`src/rtl/regfile_pkg.sv`:
```
// Shared constants and types for the multi-port register file.
package regfile_pkg;

  localparam int unsigned DefDataW = 32;
  localparam int unsigned DefAddrW = 5;
  localparam int unsigned ZERO_REG = 0;

  typedef logic [DefAddrW-1:0] reg_addr_t;
  typedef logic [DefDataW-1:0] reg_data_t;

endpackage

```
`src/rtl/regfile_scoreboard.sv`:
```
// Per-register pending bits: reservations set them, writes clear them,
// and a same-cycle reservation beats a clear.
module regfile_scoreboard
  import regfile_pkg::*;
#(
  parameter int unsigned ADDR_W = DefAddrW,
  parameter int unsigned N_RD   = 2,
  parameter int unsigned N_WR   = 1
) (
  input  logic                     clk_i,
  input  logic                     rst_ni,
  input  logic [N_RD*ADDR_W-1:0]   rd_addr_i,
  output logic [N_RD-1:0]          rd_ready_o,
  input  logic [N_WR-1:0]          wr_en_i,
  input  logic [N_WR*ADDR_W-1:0]   wr_addr_i,
  input  logic                     rsv_en_i,
  input  logic [ADDR_W-1:0]        rsv_addr_i
);

  localparam int unsigned Depth = 2**ADDR_W;
  localparam logic [ADDR_W-1:0] ZeroAddr = ADDR_W'(ZERO_REG);

  logic [Depth-1:0] pending_q, pending_d;

  always_comb begin
    pending_d = pending_q;
    for (int unsigned j = 0; j < N_WR; j++) begin
      if (wr_en_i[j] && (wr_addr_i[j*ADDR_W +: ADDR_W] != ZeroAddr)) begin
        pending_d[wr_addr_i[j*ADDR_W +: ADDR_W]] = 1'b0;
      end
    end
    // Applied after the clears so a same-cycle reservation wins.
    if (rsv_en_i && (rsv_addr_i != ZeroAddr)) begin
      pending_d[rsv_addr_i] = 1'b1;
    end
    pending_d[ZeroAddr] = 1'b0;
  end

  always_ff @(posedge clk_i) begin
    if (!rst_ni) begin
      pending_q <= '0;
    end else begin
      pending_q <= pending_d;
    end
  end

  always_comb begin
    rd_ready_o = '0;
    for (int unsigned k = 0; k < N_RD; k++) begin
      rd_ready_o[k] = ~pending_q[rd_addr_i[k*ADDR_W +: ADDR_W]];
    end
  end

endmodule

```
`src/rtl/regfile_mp.sv`:
```
// Multi-port register file with r0 hardwired to zero and RAW scoreboard.
// Define REGFILE_BYPASS_EN to forward same-cycle writes to the read ports.
module regfile_mp
  import regfile_pkg::*;
#(
  parameter int unsigned DATA_W = DefDataW,
  parameter int unsigned ADDR_W = DefAddrW,
  parameter int unsigned N_RD   = 2,
  parameter int unsigned N_WR   = 1
) (
  input  logic                     clk,
  input  logic                     rst,
  input  logic [N_RD*ADDR_W-1:0]   rd_addr,
  output logic [N_RD*DATA_W-1:0]   rd_data,
  output logic [N_RD-1:0]          rd_ready,
  input  logic [N_WR-1:0]          wr_en,
  input  logic [N_WR*ADDR_W-1:0]   wr_addr,
  input  logic [N_WR*DATA_W-1:0]   wr_data,
  input  logic                     rsv_en,
  input  logic [ADDR_W-1:0]        rsv_addr
);

  localparam int unsigned Depth = 2**ADDR_W;
  localparam logic [ADDR_W-1:0] ZeroAddr = ADDR_W'(ZERO_REG);

  logic [Depth-1:0][DATA_W-1:0] mem_q, mem_d;
  logic [N_RD-1:0]              sb_ready;

  regfile_scoreboard #(
    .ADDR_W (ADDR_W),
    .N_RD   (N_RD),
    .N_WR   (N_WR)
  ) u_scoreboard (
    .clk_i      (clk),
    .rst_ni     (rst),
    .rd_addr_i  (rd_addr),
    .rd_ready_o (sb_ready),
    .wr_en_i    (wr_en),
    .wr_addr_i  (wr_addr),
    .rsv_en_i   (rsv_en),
    .rsv_addr_i (rsv_addr)
  );

  // Ascending port order lets the highest-index port win a collision.
  always_comb begin
    mem_d = mem_q;
    for (int unsigned j = 0; j < N_WR; j++) begin
      if (wr_en[j] && (wr_addr[j*ADDR_W +: ADDR_W] != ZeroAddr)) begin
        mem_d[wr_addr[j*ADDR_W +: ADDR_W]] = wr_data[j*DATA_W +: DATA_W];
      end
    end
    mem_d[ZeroAddr] = '0;
  end

  always_ff @(posedge clk) begin
    if (!rst) begin
      mem_q <= '0;
    end else begin
      mem_q <= mem_d;
    end
  end

  always_comb begin
    rd_data  = '0;
    rd_ready = sb_ready;
    for (int unsigned k = 0; k < N_RD; k++) begin
      rd_data[k*DATA_W +: DATA_W] = mem_q[rd_addr[k*ADDR_W +: ADDR_W]];
`ifdef REGFILE_BYPASS_EN
      for (int unsigned j = 0; j < N_WR; j++) begin
        if (wr_en[j] && (wr_addr[j*ADDR_W +: ADDR_W] == rd_addr[k*ADDR_W +: ADDR_W]) &&
            (rd_addr[k*ADDR_W +: ADDR_W] != ZeroAddr)) begin
          rd_data[k*DATA_W +: DATA_W] = wr_data[j*DATA_W +: DATA_W];
          rd_ready[k]                 = 1'b1;
        end
      end
`endif
    end
  end

endmodule

```
`config.mk`:
```
export PLATFORM = sky130hd
export DESIGN_NAME = regfile_mp
export DESIGN_NICKNAME = d
export VERILOG_FILES = /design/src/rtl/regfile_pkg.sv /design/src/rtl/regfile_scoreboard.sv /design/src/rtl/regfile_mp.sv
export SDC_FILE = /design/constraint.sdc
export NUM_CORES = 2
export LEC_CHECK = 0
export BUFFER_PORTS_ARGS = -buffer_cell sky130_fd_sc_hd__buf_4
export CAP_MARGIN = 20
export CORE_ASPECT_RATIO = 0.6
export CORE_UTILIZATION = 65
export CTS_CLUSTER_SIZE = 8
export DETAILED_ROUTE_END_ITERATION = 7
export PLACE_DENSITY_LB_ADDON = 0.05
export SLEW_MARGIN = 20
export SYNTH_ARGS = -nofsm -noshare
export SYNTH_HDL_FRONTEND = slang
export SYNTH_SLANG_ARGS = --single-unit
```
`constraint.sdc`:
```
create_clock -name clk -period 4.6 [get_ports clk]
set_input_delay 0.92 -clock clk [delete_from_list [all_inputs] [get_ports clk]]
set_output_delay 0.92 -clock clk [all_outputs]
set_load 0.01 [all_outputs]
```
==> results_dict.tcl <==
set metrics [dict create \
    r2r_end "mem_q[672]" \
    hold_class "reg -> reg" \
    io_pins 122 \
    arrival_ns 3.55 \
    gp_congestion 1.00 \
    violations "design-rule violations" \
    clk_pin_slew_ns 0.05 \
    cts_resized 0 \
    grt_pass1_wl_um 314000 \
    rrSetupSlack_ns 3.79 \
    syn_area_per_cell_sq_um 9.13 \
    clockBufferDepth 3 \
    rsz0062_at_grt "false" \
    syn-cell-area_sq_um 53500 \
    track_usage_pct 52.2 \
    syn2layout_area_growth_pct 10.9 \
    post_cts_buffers 0 \
    synth_cell_types 39 \
    ys_warn_count 0 \
    cts-htree-levels 4 \
    ys_async_sr_fraction_pct 0 \
    setup-violations-final 0 \
    finalMaxSlewViolations 0 \
    drtIter0Drc 9083 \
    leakage_nw 19.5 \
    max_freq_ghz 0.224 \
    grt_max_degree 154 \
    max_slew_margin_pct 21.5 \
    drcViolationCount 18 \
    finalSetupTns_ns 0 \
    core_area_sq_um 81400 \
    ir_drop_uv 270 \
    dp_hpwl_um 130000 \
    hold_buffers 0 \
    synth.ff_latch_count 1023 \
    die_w_um 372 \
    cts_tree "built" \
    die-area_sq_um 83400 \
    reg2reg_from "mem_q[672]" \
    grt_overflow 0 \
    worstSkewPairLatency_ns 0.77 \
    worstSetupPathType "in -> out" \
    fin_crit_sh_pct 97.2 \
    reg2regPathDepth 2 \
    drive_above_1_share_pct 19.6 \
    die_y_um 224 \
    finClkSkew_ns 0 \
    maxCapViolations 0 \
    initial_core_util_pct 65.7 \
    cp.required_ns 3.68 \
    clockRootBuffer "clkbuf_16" \
    clock_sinks 1023 \
    first_pass_iters 8 \
    ys.flop_type "dfxtp_1" \
    yosysSeqAreaShare_pct 38.3 \
    startpoint "rd_addr[1]" \
    vias 50100 \
    syn-num-nets 5908 \
    hold_viol 0 \
    endpoint_kind "output pin" \
    pwr_density_cell_nw_per_um2 344 \
    cp_max_fo 34 \
    ant_nets 0 \
    critPathLaunchType "input pin" \
    io_buffers 121 \
    syn_inst 5852 \
    antenna_found_initial 11 \
    row_count 81 \
    mostFrequentLayoutCells "1997 x nand2_1, 1023 x dfxtp_1, 613 x a21boi_0" \
    tightest_slew_ns 1.17 \
    final_core_util_pct 72.9 \
    fin_nets 5738 \
    grt_pass1_vias 45700 \
    wl_um 221000 \
    vias_per_cell 7.38 \
    min_period_ns 4.47 \
    status "finished with violations" \
    synth_edf_count 0 \
    mostFrequentLayoutCell "nand2_1" \
    critPathCapture "rd_data[9]" \
    wl_per_cell_um 32.6 \
    numCtsBuffers 145 \
]
## metrics by stage
step,worst slack (ns),hold slack [ns],area [sq um],power (mW),std cells
after floorplan,1.21,0.441,53500,10.2,5852
after global placement,0.408,0.448,55400,10.8,6614
after detailed placement,0.413,0.455,55400,10.8,6614
after CTS,0.406,0.462,59300,20.2,6775
after global routing,0.166,0.482,59300,20.7,6782
final,0.127,0.463,59300,20.4,6789
## state kept, by name, summed over array words and instances (netlist names)
| register | flops |
|---|---|
| mem_q | 992 |
| u_scoreboard.pending_q | 31 |
## report_power, final
group          switching [mW]  internal, mW
clock                    4.03          5.66
sequential             0.0524          8.94
combinational            1.14         0.592
## worst min-delay path by stage
stage | end | from | slack, ns | depth (start not counted)
detailed placement | mem_q[668] | mem_q[668] | 0.46 | 2
global placement | mem_q[939] | mem_q[939] | 0.45 | 2
floorplan | mem_q[100] | mem_q[100] | 0.44 | 2
global route | mem_q[655] | mem_q[655] | 0.48 | 2
finish | mem_q[939] | mem_q[939] | 0.46 | 2
CTS | mem_q[668] | mem_q[668] | 0.46 | 2
## area by class of cell
type / instances / area [sq um]
Sequential cell: 1023 / 20500
Clock buffer: 149 / 3710
Clock inverter: 12 / 139
Multi-Input combinational cell: 4221 / 30800
Inverter: 2 / 7.51
Tap cell: 1079 / 1350
Antenna cell: 14 / 35.0
Fill cell: 5945 / 22100
Timing Repair Buffer: 289 / 2760
## worst max-delay path, stage by stage
cell      delay (ns)
buf_8           0.37
buf_12          0.31
mux2_2          0.38
a221oi_1        0.24
or3_1           0.40
nand4_1         0.53
buf_4           0.34
## routing by layer
layer	vias up	part of all wire (%)	global-route usage, %
met5	-	0.26	4.37
met4	18	6.6	30.4
met3	1040	20	28.3
met2	4826	38	66.4
met1	24000	35	68.6
li1	20200	-	-
## cells in the mapped netlist, drive strengths merged, types with 5 or more instances
library cell  count  share of area (%)
and3b             8               0.13
or3              64               0.75
mux2            194                4.1
buf             165                1.6
o22ai            64               0.75
nand2b            6              0.070
a221oi           65                1.1
a21boi          992                 14
nand3b            5              0.070
dfxtp          1023                 38
nand4            64               0.75
a22oi           225                3.2
mux4            398                 17
nand2          2022                 14
nor3b            10               0.15
clkbuf          441                3.1
nor2b            35               0.41
nor2             40               0.32
## cell families (layout without fill, tap and decap cells)
kind of cell | count (synthesis) | in the layout | synth area share (%)
simple gates | 2274 | 2274 | 17.1
compound gates | 1351 | 1351 | 19.0
flops | 1023 | 1023 | 38.3
buf+inv | 608 | 452 | 4.69
mux | 596 | 596 | 20.9
other cells | 0 | 14 | 0
Power figures use the tool's default switching activity.
